File: src/rtl/uart_imem_loader_if.sv
// Boot-loader bus: UART input and instruction-memory programming port.
// The loader is the master; the memory/core side is the slave.
interface uart_imem_loader_if;
    logic        uart_rx;
    logic        imem_we;
    logic [31:0] imem_addr;
    logic [31:0] imem_wd;
    logic        cpu_hold;
    logic        load_done;
    logic        load_error;

    modport master (
        input  uart_rx,
        output imem_we,
        output imem_addr,
        output imem_wd,
        output cpu_hold,
        output load_done,
        output load_error
    );

    modport slave (
        output uart_rx,
        input  imem_we,
        input  imem_addr,
        input  imem_wd,
        input  cpu_hold,
        input  load_done,
        input  load_error
    );
endinterface

File: src/rtl/uart_imem_loader.sv
// UART boot loader: receives A5/N/words/checksum frames and programs the
// instruction memory one word at a time while holding the core in reset.
module uart_imem_loader #(
    parameter int CLKS_PER_BIT   = 434,
    parameter int MEM_WORDS      = 64,
    parameter int TIMEOUT_CYCLES = 2_000_000
) (
    input  logic                  CLK,
    input  logic                  RST,
    uart_imem_loader_if.master    bus
);

    localparam int CW = $clog2(CLKS_PER_BIT);
    localparam int TW = $clog2(TIMEOUT_CYCLES + 1);
    localparam logic [CW-1:0] HALF = CW'(CLKS_PER_BIT / 2 - 1);
    localparam logic [CW-1:0] FULL = CW'(CLKS_PER_BIT - 1);
    localparam logic [TW-1:0] TMAX = TW'(TIMEOUT_CYCLES - 1);

    typedef enum logic [1:0] {RX_IDLE, RX_START, RX_DATA, RX_STOP} rx_st_e;
    typedef enum logic [2:0] {IDLE, COUNT, DATA, CHECK, DONE, ERROR} ld_st_e;

    logic          rx_s1_q, rx_s2_q, rx_s3_q;
    rx_st_e        rx_st_q, rx_st_d;
    logic [CW-1:0] cnt_q, cnt_d;
    logic [2:0]    bit_q, bit_d;
    logic [7:0]    sh_q, sh_d;
    logic          byte_valid, frame_err;

    ld_st_e        st_q, st_d;
    logic [7:0]    n_q, n_d;
    logic [7:0]    widx_q, widx_d;
    logic [1:0]    lane_q, lane_d;
    logic [31:0]   word_q, word_d;
    logic [7:0]    csum_q, csum_d;
    logic [TW-1:0] tmo_q, tmo_d;
    logic          we_q, we_d;
    logic [31:0]   addr_q, addr_d;
    logic [31:0]   wd_q, wd_d;
    logic          hold_q, hold_d;
    logic          done_q, done_d;
    logic          err_q, err_d;
    logic          tmo_run;

    always_ff @(posedge CLK or posedge RST) begin
        if (RST) begin
            rx_s1_q <= 1'b1;
            rx_s2_q <= 1'b1;
            rx_s3_q <= 1'b1;
            rx_st_q <= RX_IDLE;
            cnt_q   <= '0;
            bit_q   <= '0;
            sh_q    <= '0;
            st_q    <= IDLE;
            n_q     <= '0;
            widx_q  <= '0;
            lane_q  <= '0;
            word_q  <= '0;
            csum_q  <= '0;
            tmo_q   <= '0;
            we_q    <= 1'b0;
            addr_q  <= '0;
            wd_q    <= '0;
            hold_q  <= 1'b0;
            done_q  <= 1'b0;
            err_q   <= 1'b0;
        end else begin
            rx_s1_q <= bus.uart_rx;
            rx_s2_q <= rx_s1_q;
            rx_s3_q <= rx_s2_q;
            rx_st_q <= rx_st_d;
            cnt_q   <= cnt_d;
            bit_q   <= bit_d;
            sh_q    <= sh_d;
            st_q    <= st_d;
            n_q     <= n_d;
            widx_q  <= widx_d;
            lane_q  <= lane_d;
            word_q  <= word_d;
            csum_q  <= csum_d;
            tmo_q   <= tmo_d;
            we_q    <= we_d;
            addr_q  <= addr_d;
            wd_q    <= wd_d;
            hold_q  <= hold_d;
            done_q  <= done_d;
            err_q   <= err_d;
        end
    end

    // Receiver: rx_s3_q is the previous synchronized sample for edge detect
    always_comb begin
        rx_st_d    = rx_st_q;
        cnt_d      = cnt_q;
        bit_d      = bit_q;
        sh_d       = sh_q;
        byte_valid = 1'b0;
        frame_err  = 1'b0;
        unique case (rx_st_q)
            RX_IDLE: begin
                cnt_d = '0;
                bit_d = '0;
                if (rx_s3_q && !rx_s2_q)
                    rx_st_d = RX_START;
            end
            RX_START: begin
                if (cnt_q == HALF) begin
                    cnt_d   = '0;
                    rx_st_d = rx_s2_q ? RX_IDLE : RX_DATA;
                end else begin
                    cnt_d = cnt_q + 1'b1;
                end
            end
            RX_DATA: begin
                if (cnt_q == FULL) begin
                    cnt_d = '0;
                    sh_d  = {rx_s2_q, sh_q[7:1]};
                    bit_d = bit_q + 3'd1;
                    if (bit_q == 3'd7)
                        rx_st_d = RX_STOP;
                end else begin
                    cnt_d = cnt_q + 1'b1;
                end
            end
            RX_STOP: begin
                if (cnt_q == FULL) begin
                    cnt_d      = '0;
                    rx_st_d    = RX_IDLE;
                    byte_valid = rx_s2_q;
                    frame_err  = !rx_s2_q;
                end else begin
                    cnt_d = cnt_q + 1'b1;
                end
            end
            default: rx_st_d = RX_IDLE;
        endcase
    end

    assign tmo_run = (st_q == COUNT) || (st_q == DATA) || (st_q == CHECK);

    always_comb begin
        st_d   = st_q;
        n_d    = n_q;
        widx_d = widx_q;
        lane_d = lane_q;
        word_d = word_q;
        csum_d = csum_q;
        tmo_d  = tmo_q;
        we_d   = 1'b0;
        addr_d = addr_q;
        wd_d   = wd_q;
        hold_d = hold_q;
        done_d = done_q;
        err_d  = err_q;
        if (tmo_run)
            tmo_d = byte_valid ? '0 : tmo_q + 1'b1;
        unique case (st_q)
            IDLE, DONE, ERROR: begin
                if (byte_valid && sh_q == 8'hA5) begin
                    st_d   = COUNT;
                    hold_d = 1'b1;
                    done_d = 1'b0;
                    err_d  = 1'b0;
                    widx_d = '0;
                    lane_d = '0;
                    csum_d = '0;
                    tmo_d  = '0;
                end
            end
            COUNT: begin
                if (byte_valid) begin
                    if (sh_q == 8'd0 || 32'(sh_q) > 32'(MEM_WORDS)) begin
                        st_d = ERROR;
                    end else begin
                        n_d  = sh_q;
                        st_d = DATA;
                    end
                end
            end
            DATA: begin
                if (byte_valid) begin
                    csum_d = csum_q + sh_q;
                    word_d[{lane_q, 3'b000} +: 8] = sh_q;
                    lane_d = lane_q + 2'd1;
                    if (lane_q == 2'd3) begin
                        we_d   = 1'b1;
                        addr_d = {22'd0, widx_q, 2'b00};
                        wd_d   = {sh_q, word_q[23:0]};
                        widx_d = widx_q + 8'd1;
                        if (widx_q + 8'd1 == n_q)
                            st_d = CHECK;
                    end
                end
            end
            CHECK: begin
                if (byte_valid) begin
                    if (sh_q == csum_q) begin
                        st_d   = DONE;
                        done_d = 1'b1;
                        hold_d = 1'b0;
                    end else begin
                        st_d = ERROR;
                    end
                end
            end
            default: st_d = IDLE;
        endcase
        if (tmo_run && (frame_err || (!byte_valid && tmo_q == TMAX)))
            st_d = ERROR;
        // A failed load keeps the core parked off the partial image
        if (st_d == ERROR) begin
            err_d  = 1'b1;
            hold_d = 1'b1;
        end
    end

    assign bus.imem_we    = we_q;
    assign bus.imem_addr  = addr_q;
    assign bus.imem_wd    = wd_q;
    assign bus.cpu_hold   = hold_q;
    assign bus.load_done  = done_q;
    assign bus.load_error = err_q;

endmodule

File: src/flat_wrapper.sv
// flat-port wrapper written by rule: the top's interface ports become plain ports
module uart_imem_loader_flat 
#(
    parameter int CLKS_PER_BIT   = 434,
    parameter int MEM_WORDS      = 64,
    parameter int TIMEOUT_CYCLES = 2_000_000
)
  (CLK, RST, bus_uart_rx, bus_imem_we, bus_imem_addr, bus_imem_wd, bus_cpu_hold, bus_load_done, bus_load_error);
  uart_imem_loader_if bus_i ();
  input  logic CLK;
  input  logic RST;
  input wire logic [$bits(bus_i.uart_rx)-1:0] bus_uart_rx;
  output wire logic [$bits(bus_i.imem_we)-1:0] bus_imem_we;
  output wire logic [$bits(bus_i.imem_addr)-1:0] bus_imem_addr;
  output wire logic [$bits(bus_i.imem_wd)-1:0] bus_imem_wd;
  output wire logic [$bits(bus_i.cpu_hold)-1:0] bus_cpu_hold;
  output wire logic [$bits(bus_i.load_done)-1:0] bus_load_done;
  output wire logic [$bits(bus_i.load_error)-1:0] bus_load_error;
  assign bus_i.uart_rx = bus_uart_rx;
  assign bus_imem_we = bus_i.imem_we;
  assign bus_imem_addr = bus_i.imem_addr;
  assign bus_imem_wd = bus_i.imem_wd;
  assign bus_cpu_hold = bus_i.cpu_hold;
  assign bus_load_done = bus_i.load_done;
  assign bus_load_error = bus_i.load_error;
  uart_imem_loader #(.CLKS_PER_BIT(CLKS_PER_BIT), .MEM_WORDS(MEM_WORDS), .TIMEOUT_CYCLES(TIMEOUT_CYCLES)) u_core (.CLK(CLK), .RST(RST), .bus(bus_i));
endmodule
File: config.mk
export PLATFORM = sky130hd
export DESIGN_NAME = uart_imem_loader_flat
export DESIGN_NICKNAME = d
export VERILOG_FILES = /design/src/rtl/uart_imem_loader_if.sv /design/src/rtl/uart_imem_loader.sv /design/src/flat_wrapper.sv
export SDC_FILE = /design/constraint.sdc
export NUM_CORES = 1
export LEC_CHECK = 0
export BUFFER_PORTS_ARGS = -buffer_cell sky130_fd_sc_hd__buf_2
export CAP_MARGIN = 10
export CORE_MARGIN = 10
export CORE_UTILIZATION = 50
export DETAILED_ROUTE_END_ITERATION = 8
export GPL_TIMING_DRIVEN = 0
export PLACE_DENSITY = 0.69
export RECOVER_POWER = 50
export SLEW_MARGIN = 10
export SYNTH_ARGS = -nofsm -noshare
export SYNTH_HDL_FRONTEND = slang
export SYNTH_SLANG_ARGS = --single-unit
File: constraint.sdc
create_clock -name CLK -period 7.05 [get_ports CLK]
set_input_delay 0.3525 -clock CLK [delete_from_list [all_inputs] [get_ports CLK]]
set_output_delay 0.3525 -clock CLK [all_outputs]
set_load 0.1 [all_outputs]
==> impl_metrics.py, run 1 <==
metrics = {
    "timing": {
        "finalCritPeriodShare_pct": 40.8,
        "period_needed_ps": 2870,
        "timing.slew.headroom_pct": -99.2,
        "setup_viol": 0,
        "tightest_slew_ps": 2970,
        "rsz0062_at_grt": "no",
        "finalHoldViolCount": 0,
        "drv_slew": 68,
        "max_freq_ghz": 0.348,
        "totalNegativeSetupSlack_ps": 0,
        "fin_skew_ps": 6.48,
    },
    "synthesis": {
        "synthCells": 710,
        "yosys.cell_types.count": 68,
        "seq_area_frac_synth_pct": 50.8,
        "synthAdderAreaFrac_pct": 3.66,
        "ys.flop_type": "dfrtp_1",
        "synth_top_family_by_area": "simple AND/OR/NAND/NOR gates",
        "muxShareOfSynthArea_pct": 5.11,
        "synth_area_sq_mm": 0.00705,
        "synthXorXnorAreaFrac_pct": 5.50,
        "syn-mean-instance-area_sq_um": 9.93,
        "synth-edff-count": 0,
        "synth-simple-area-share_pct": 21.1,
        "ys_seq_elements": 143,
        "synth_compound_area_share_pct": 8.48,
        "async_flop_share_pct": 100,
        "yosysWarningCount": 0,
    },
    "routing": {
        "viasPerCell": 5.22,
        "ant_nets": 0,
        "drc": 0,
        "vias": 5183,
        "routed_wl_um": 15100,
        "wl_per_cell_um": 15.3,
        "dr.pass1.iters": 5,
        "drtIter0Drc": 240,
    },
    "power": {
        "ir_worst_vdd_mv": 0.208,
        "switching_share_pct": 25.2,
        "leakagePower_nw": 4.02,
        "power-per-cell-area_mw_per_mm2": 238,
        "p_int_mw": 1.46,
        "switching_power_mw": 0.492,
        "pwr-share-clk_pct": 47.6,
        "seq_power_share_pct": 43.5,
        "pwr-share-comb_pct": 8.9,
    },
    "outcome": {
        "status": "complete, but fails checks",
        "violations": "capacitance limit, slew limit",
    },
    "setup_path": {
        "timing.rr.end": "u_core.bus.imem_wd[10]",
        "crit_end": "u_core.bus.imem_wd[10]",
        "worstPathArrival_ps": 3200,
        "cp_max_fo": 10,
        "rrSetupSlack_ps": 4180,
        "crit_type": "reg -> reg",
        "cp_data_required_time_ps": 7370,
        "rr_worst_depth": 10,
        "critPathCaptureType": "register",
        "crit_path_start": "u_core.cnt_q[1]",
        "cp-start-kind": "register",
        "r2r_start": "u_core.cnt_q[1]",
    },
    "finish": {
        "nNetsFinal": 822,
        "layout_common_cells": "167 x nand2_1, 140 x dfrtp_1, 50 x nor2_1, 44 x clkbuf_1, 42 x o21ai_0",
        "multi_input_area_sq_mm": 0.00318,
        "drive_gt1_share_pct": 17.4,
        "syn2layout_area_growth_pct": 16.5,
        "nFillCells": 1185,
        "finalNonFillerCells": 992,
        "final_common_cell": "nand2_1",
        "final-seq-area_sq_mm": 0.00358,
        "antennaDiodeCount": 0,
    },
    "global_routing": {
        "gr-total-overflow": 0,
        "grt_pass1_vias": 5235,
        "grt_pass1_wl_um": 25800,
        "grt_max_degree": 77,
        "track_usage_pct": 16.1,
        "antenna_found_initial": 0,
    },
    "floorplanning": {
        "fp.dieArea_sq_mm": 0.0193,
        "io-pin-count": 71,
        "fp.dieW_um": 139,
        "start_util_pct": 51.0,
        "die_h_um": 139,
        "rows": 43,
        "coreArea_sq_mm": 0.0138,
    },
    "placed_design": {
        "port_buffers": 46,
        "hpwl_um": 10800,
        "place_inst": 960,
        "gp_congestion": 0.876,
    },
    "cts": {
        "clock_path_buffers": 2,
        "clkTransAtPathRegs_ps": 60,
        "ctsResizeCount": 0,
        "hold_buffers": 0,
        "worstSkewPairLatency_ps": 430,
        "cts_htree_levels": 4,
        "cts_root_buffer": "clkbuf_16",
        "cts_num_sinks": 143,
        "cts_setup_buffers": 0,
        "cts_buffers": 17,
        "cts_tree": "done",
    },
    "min_path": {
        "hold_start": "bus_uart_rx",
        "hp-class": "in -> reg",
    },
    "run": {
        "max_cap_viol_count": 1,
    },
}
cell usage after synthesis, types with 12 or more instances:
library cell  count  area [sq um]
a22o_1           12           105
nand3_1          23           115
mux2_2           29           327
inv_1            14          52.6
ha_1             19           238
clkbuf_1         24          90.1
dfrtp_1         140          3500
nor2_1           50           188
xnor2_1          21           184
nand2_1         167           627
buf_4            24           180
xor2_1           18           158
o21ai_0          42           210
kinds of logic (layout without fill, tap and decap cells):
kind of cell,after synthesis,count (layout)
and+or+nand+nor,310,310
DFF,143,143
AOI/OAI and AO/OA,93,93
buffers and inverters,70,149
xor gates and xnor gates,41,41
muxes,32,32
adders and majority gates,20,20
other,1,24
power groups by stage:
stage	combinational (mW)	sequential [mW]	clock (mW)
after detailed placement	0.175	0.866	0
after floorplan	0.149	0.863	0
final	0.174	0.851	0.930
after CTS	0.176	0.851	0.946
after global routing	0.189	0.854	0.989
after global placement	0.166	0.865	0
cell type report:
| type | instances | area share (%) |
|---|---|---|
| Sequential cell | 143 | 43.6 |
| Multi-Input combinational cell | 520 | 38.7 |
| Clock buffer | 20 | 5.56 |
| Buffer | 56 | 3.93 |
| Timing Repair Buffer | 47 | 2.85 |
| Tap cell | 180 | 2.74 |
| Clock inverter | 12 | 1.92 |
| Inverter | 14 | 0.655 |
worst min-delay path by stage:
stage                     end  slack (ps)  cells past startpoint
6_report       u_core.rx_s1_q          20                      1
5_1_grt        u_core.rx_s1_q           8                      1
4_1_cts        u_core.rx_s1_q           3                      1
3_5_place_dp   u_core.rx_s2_q         350                      0
3_3_place_gp   u_core.rx_s2_q         350                      0
2_1_floorplan  u_core.rx_s2_q         350                      0
state kept, by name (all words and copies together) (netlist names), 2 cells and up, named ones only:
signal	count
u_core.lane_q	2
u_core.csum_q	8
u_core.widx_q	8
u_core.tmo_q	21
u_core.bit_q	3
u_core.bus.imem_addr	8
u_core.bus.imem_wd	32
u_core.sh_q	8
u_core.n_q	8
u_core.st_q	3
u_core.cnt_q	9
u_core.word_q	24
routing by layer:
layer | up-vias | GRT usage, % | wire length, um
li1 | 2553 | - | -
met1 | 2526 | 19.9 | 6770
met2 | 86 | 26.2 | 7520
met3 | 18 | 4.21 | 631
met4 | 0 | 6.81 | 211
met5 | - | 0 | 0
metrics by stage:
stage	cell area (sq um)	power [mW]	utilization, %	setup slack (ps)	hold slack (ps)
2_1_floorplan	7140	1.01	-	2860	345
3_3_place_gp	7590	1.03	54.9	1410	347
3_5_place_dp	7620	1.04	55.1	4150	354
4_1_cts	8240	1.97	59.6	4110	3.47
5_1_grt	8210	2.03	59.4	3820	8.01
6_report	8210	1.95	59.4	4180	19.4
worst max-delay path, cell delays in order, from the launching register on:
cell and delay [ps]:
dfrtp_1 390, inv_1 90, ha_1 210, nand4bb_4 140, nor4_2 740, nand3_1 260, buf_2 270, buf_2 230
clkbuf_1 240, nand2_1 130, nand2_1 60
Note: power is estimated with default switching activity, not from simulation.
==> run 2: changes to the inputs <==
- clock period: 7.05 -> 3 ns (I/O delays scaled with it)
==> impl_metrics.py, run 2 (synthesis gave the netlist of run 1 again) <==
metrics = {
    "power": {
        "leakagePower_nw": 4.05,
        "ir_worst_vdd_mv": 0.325,
        "power-per-cell-area_mw_per_mm2": 562,
    },
    "finish": {
        "fin_area_sq_mm": 0.00827,
        "syn2layout_area_growth_pct": 17.4,
        "antennaDiodeCount": 0,
        "layout_common_cells": "167 x nand2_1, 140 x dfrtp_1, 50 x nor2_1, 47 x clkbuf_1, 42 x o21ai_0",
        "drive_gt1_share_pct": 17.3,
        "final_common_cell": "nand2_1",
        "nFillCells": 1181,
        "nNetsFinal": 827,
        "largest_register_ffs": 32,
    },
    "cts": {
        "cts_setup_buffers": 0,
        "clkTransAtPathRegs_ps": 60,
        "cts_tree": "done",
        "cts_htree_levels": 4,
        "worstSkewPairLatency_ps": 420,
        "cts_num_sinks": 143,
        "cts_buffers": 17,
        "cts_root_buffer": "clkbuf_16",
        "clock_path_buffers": 2,
    },
    "timing": {
        "totalNegativeSetupSlack_ps": 0,
        "finalCritPeriodShare_pct": 91.2,
        "fin_skew_ps": 8.57,
        "max_freq_ghz": 0.366,
        "rsz0062_at_grt": "no",
        "drv_slew": 65,
        "timing.slew.headroom_pct": -24.5,
        "period_needed_ps": 2740,
        "finalHoldViolCount": 0,
        "tightest_slew_ps": 1870,
        "setup_viol": 0,
    },
    "global_routing": {
        "grt_max_degree": 40,
        "gr-total-overflow": 0,
        "antenna_found_initial": 0,
        "track_usage_pct": 16.2,
        "grt_pass1_vias": 5421,
        "grt_pass1_wl_um": 26100,
    },
    "setup_path": {
        "crit_path_start": "u_core.sh_q[1]",
        "cp_data_required_time_ps": 3300,
        "crit_path_top_delay_cell": "dfrtp_1",
        "worstPathArrival_ps": 3040,
        "cp_slowest_stage_delay_ps": 420,
        "critPathCaptureType": "register",
        "crit_type": "reg -> reg",
        "path_cells": "clkbuf_1, nor3_1, nand3_1, or3_1, a21oi_2, buf_2, nor2_1",
        "cp-start-kind": "register",
        "r2r_start": "u_core.sh_q[1]",
        "cp_max_fo": 10,
    },
    "routing": {
        "drtIter0Drc": 227,
        "vias": 5273,
        "dr.pass1.iters": 5,
        "ant_nets": 0,
        "wl_per_cell_um": 15.3,
        "drc": 0,
        "viasPerCell": 5.29,
        "routed_wl_um": 15200,
    },
    "floorplanning": {
        "coreArea_sq_mm": 0.0138,
        "start_util_pct": 51.0,
        "rows": 43,
        "fp.dieW_um": 139,
        "die_h_um": 139,
        "io-pin-count": 71,
        "fp.dieArea_sq_mm": 0.0193,
    },
    "placed_design": {
        "port_buffers": 46,
        "hpwl_um": 11100,
        "gp_congestion": 0.869,
        "dpl_cell_area_sq_mm": 0.00768,
    },
    "outcome": {
        "status": "complete, but fails checks",
        "violations": "capacitance limit, slew limit",
    },
    "run": {
        "max_cap_viol_count": 2,
    },
    "min_path": {
        "hp-class": "in -> async",
    },
}
## run 2: cell count changes in the layout (fill, tap and decap cells not counted), sizes merged
cell | before | now
inv | 16 | 15
clkbuf | 63 | 65
bufinv | 3 | 4
dlygate4sd3 | 0 | 2
clkinvlp | 4 | 5
## run 2: routing by layer
layer	wire length [um]	up-vias	track usage [%]
li1	-	2558	-
met1	6820	2583	19.6
met2	7490	108	26.6
met3	657	24	4.28
met4	279	0	6.64
met5	0	-	0
## run 2: final timing paths
check                                           to  slack (ps)  cells after the start
max                               u_core.tmo_q[10]         260                      7
min                                 u_core.sh_q[7]         290                      3
max reg2reg                       u_core.tmo_q[10]         260                      7
min reg2reg                         u_core.rx_s2_q         360                      0
max in group asynchronous  u_core.bus.imem_addr[5]         610                      4
min in group CLK                    u_core.rx_s2_q         360                      0
## run 2: where the power goes
group | total [mW] | internal, mW | switching [mW]
logic | 0.409 | 0.116 | 0.293
registers | 2.00 | 1.97 | 0.0335
clock network | 2.24 | 1.42 | 0.823
## run 2: final cells by class
cell class | count | area (sq um) | share of cell area, %
tap | 180 | 225 | 2.72
multi-input combinational | 520 | 3190 | 38.5
clock inverter | 13 | 186 | 2.25
sequential | 143 | 3580 | 43.3
timing repair buffer | 52 | 273 | 3.30
buffer | 56 | 323 | 3.90
inverter | 14 | 53.8 | 0.650
clock buffer | 19 | 443 | 5.35
## run 2: what timing repair did
| item | in CTS | in global routing |
|---|---|---|
| endpoints found under the hold margin | 12 | 0 |
| resized for setup | 0 | 1 |
| endpoints found under the setup margin | 0 | 27 |
| hold buffers | 2 | 0 |
## run 2: critical path, delay by kind of cell, from the launching register on
family	cells	cell delay [ps]
buffers and inverters	2	570
and+or+nand+nor	4	1200
DFF	1	420
AOI/OAI and AO/OA	1	410
## run 2: through the flow
step | setup slack, ps | std cells | hold WS, ps | utilization (%) | power, mW
3_3_place_gp | 186 | 959 | 257 | 54.9 | 2.42
5_1_grt | 103 | 997 | 340 | 59.8 | 4.83
4_1_cts | 117 | 997 | 268 | 60.2 | 4.69
2_1_floorplan | 656 | 733 | 154 | - | 2.38
3_5_place_dp | 125 | 963 | 153 | 55.5 | 2.45
6_report | 265 | 997 | 291 | 59.8 | 4.65
==> run 3: changes to the inputs <==
- ABC_AREA: not set -> 1
- PLACE_DENSITY: 0.69 -> 0.72
- clock period: 3 -> 2.19 ns (I/O delays scaled with it)
==> impl_metrics.py, run 3 <==
metrics = {
    "placed_design": {
        "port_buffers": 46,
        "hpwl_um": 12500,
        "gp_congestion": 0.903,
        "pre_cts_ws_ps": 56.5,
    },
    "synthesis": {
        "synth_top_area_share_pct": 48.1,
        "ys.flop_type": "dfrtp_1",
        "seq_area_frac_synth_pct": 49.2,
        "ys_seq_elements": 143,
        "synth.most_common_cell": "nand2_1",
        "synth_area_sq_mm": 0.00729,
        "synthCells": 874,
        "async_flop_share_pct": 100,
        "synth-edff-count": 0,
        "yosysWarningCount": 0,
        "syn-mean-instance-area_sq_um": 8.34,
        "synth_area_leaders": "dfrtp_1 48%, nand2_1 14%, inv_1 4.1%",
        "synth_top_area_cell": "dfrtp_1",
        "yosys.cell_types.count": 49,
        "ys_top_cells_by_count": "268 x nand2_1, 140 x dfrtp_1, 79 x inv_1",
    },
    "routing": {
        "vias": 5967,
        "routed_wl_um": 16900,
        "ant_nets": 0,
        "drc": 0,
        "dr.pass1.iters": 5,
        "drtIter0Drc": 327,
        "viasPerCell": 5.11,
        "wl_per_cell_um": 14.5,
    },
    "min_path": {
        "hp-class": "in -> async",
    },
    "setup_path": {
        "rrSetupSlack_ps": 160,
        "cp_data_required_time_ps": 2480,
        "crit_path_start": "u_core.cnt_q[0]",
        "crit_end": "u_core.sh_q[6]",
        "cp_max_fo": 10,
        "cp-start-kind": "register",
        "worstPathArrival_ps": 2320,
        "timing.rr.end": "u_core.sh_q[6]",
        "crit_type": "reg -> reg",
        "rr_worst_depth": 8,
        "critPathCaptureType": "register",
        "r2r_start": "u_core.cnt_q[0]",
    },
    "timing": {
        "timing.hold.ws_ps": 178,
        "tightest_slew_ps": 1190,
        "timing.slew.headroom_pct": 20.8,
        "totalNegativeSetupSlack_ps": 0,
        "drv_slew": 0,
        "max_freq_ghz": 0.493,
        "setup_viol": 0,
        "finalCritPeriodShare_pct": 92.7,
        "fin_skew_ps": 12.3,
        "rsz0062_at_grt": "yes",
        "period_needed_ps": 2030,
        "finalHoldViolCount": 0,
        "setup_ws_ps": 161,
    },
    "floorplanning": {
        "io-pin-count": 71,
        "fp.dieArea_sq_mm": 0.0198,
        "rows": 44,
        "die_h_um": 141,
        "fp.dieW_um": 141,
        "coreArea_sq_mm": 0.0144,
        "start_util_pct": 50.5,
    },
    "finish": {
        "antennaDiodeCount": 0,
        "layout_common_cells": "267 x nand2_1, 140 x dfrtp_1, 77 x inv_1, 69 x nor2_1, 47 x nand3_1",
        "nNetsFinal": 994,
        "syn2layout_area_growth_pct": 16.5,
        "final_util_pct": 58.9,
        "final_common_cell": "nand2_1",
        "nFillCells": 1317,
        "drive_gt1_share_pct": 17.5,
        "largest_register_ffs": 32,
    },
    "cts": {
        "cts_tree": "done",
        "cts_root_buffer": "clkbuf_16",
        "worstSkewPairLatency_ps": 440,
        "cts_num_sinks": 143,
        "cts_htree_levels": 4,
        "cts_buffers": 17,
        "clock_path_buffers": 2,
        "clkTransAtPathRegs_ps": 60,
    },
    "global_routing": {
        "antenna_found_initial": 0,
        "track_usage_pct": 17.6,
        "grt_max_degree": 39,
        "grt_pass1_vias": 5758,
        "grt_pass1_wl_um": 28400,
        "gr-total-overflow": 0,
    },
    "power": {
        "leakagePower_nw": 4.34,
        "power-per-cell-area_mw_per_mm2": 710,
        "ir_worst_vdd_mv": 0.573,
        "pwr-share-clk_pct": 45.7,
        "p_int_mw": 4.45,
        "switching_share_pct": 26.2,
        "switching_power_mw": 1.58,
        "seq_power_share_pct": 45.3,
        "pwr-share-comb_pct": 9.0,
    },
    "outcome": {
        "status": "finished clean",
    },
    "run": {
        "max_cap_viol_count": 0,
    },
}
## run 3: cell count changes after synthesis, moves of 16 or more
cell	previous run	this run
o21ai_1	2	18
nor2_1	50	69
nand3_1	23	48
clkbuf_1	24	3
o21ai_2	0	20
nand2_1	167	268
inv_1	14	79
a21oi_1	8	33
mux2_2	29	0
xnor2_1	21	3
## run 3: worst min-delay path by stage
stage | startpoint | to | slack [ps] | cells past startpoint
after floorplan | bus_uart_rx | u_core.rx_s1_q | 110 | 0
after global placement | bus_uart_rx | u_core.rx_s1_q | 220 | 1
after detailed placement | RST | u_core.bus.imem_addr[6] | 70 | 2
after CTS | RST | u_core.n_q[5] | 170 | 3
after global routing | RST | u_core.n_q[5] | 200 | 3
final | RST | u_core.n_q[5] | 180 | 3
## run 3: area by class of cell
type                            instances  area [sq um]  share of cell area, %
Sequential cell                       143          3580                   42.2
Multi-Input combinational cell        622          3140                   37.0
Clock buffer                           22           474                   5.59
Inverter                               89           347                   4.08
Buffer                                 43           332                   3.91
Timing Repair Buffer                   55           297                   3.49
Tap cell                              184           230                   2.71
Clock inverter                         10          88.8                   1.05
## run 3: cell families (layout without fill, tap and decap cells)
group,after synthesis,after routing,share of synthesized area (%)
AOI/OAI and AO/OA,121,121,9.86
DFF,143,143,49.2
xor gates and xnor gates,13,13,1.56
buffers and inverters,132,219,9.24
adders and majority gates,20,20,3.54
other,1,24,0.0515
and+or+nand+nor,444,444,26.6
## run 3: what timing repair did
item / CTS / global route
endpoints found under the setup margin: 1 / 76
resized for setup: 1 / 7
setup buffers: 0 / 3
pin swaps: 0 / 4
hold buffers: 2 / 0
hold endpoints to repair: 110 / 0
## run 3: stage by stage
| stage | std cells | instance area (sq um) | power, mW |
|---|---|---|---|
| CTS | 1165 | 8500 | 6.09 |
| global route | 1168 | 8490 | 6.25 |
| global placement | 1127 | 7840 | 3.29 |
| floorplan | 897 | 7380 | 3.23 |
| finish | 1168 | 8490 | 6.03 |
| detailed placement | 1131 | 7920 | 3.32 |
## run 3: metal layers
layer / vias to the layer above / GRT usage (%) / share of wire (%)
li1: 2980 / - / -
met1: 2817 / 22.0 / 45
met2: 139 / 28.0 / 47
met3: 31 / 5.07 / 5.2
met4: 0 / 6.90 / 2.3
met5: - / 0 / 0
## run 3: power groups by stage
stage	logic, mW	registers, mW	clock network [mW]
after global routing	0.603	2.74	2.91
final	0.542	2.73	2.76
after detailed placement	0.545	2.78	0
after floorplan	0.460	2.77	0
after global placement	0.518	2.77	0
after CTS	0.557	2.73	2.80
## run 3: critical path, stage by stage (launching register included)
cell	delay, ps
dfrtp_1	420
ha_1	210
nand2_1	100
nor2_4	50
nand2_2	120
inv_1	90
nand2_1	280
clkbuf_1	440
o21ai_0	180
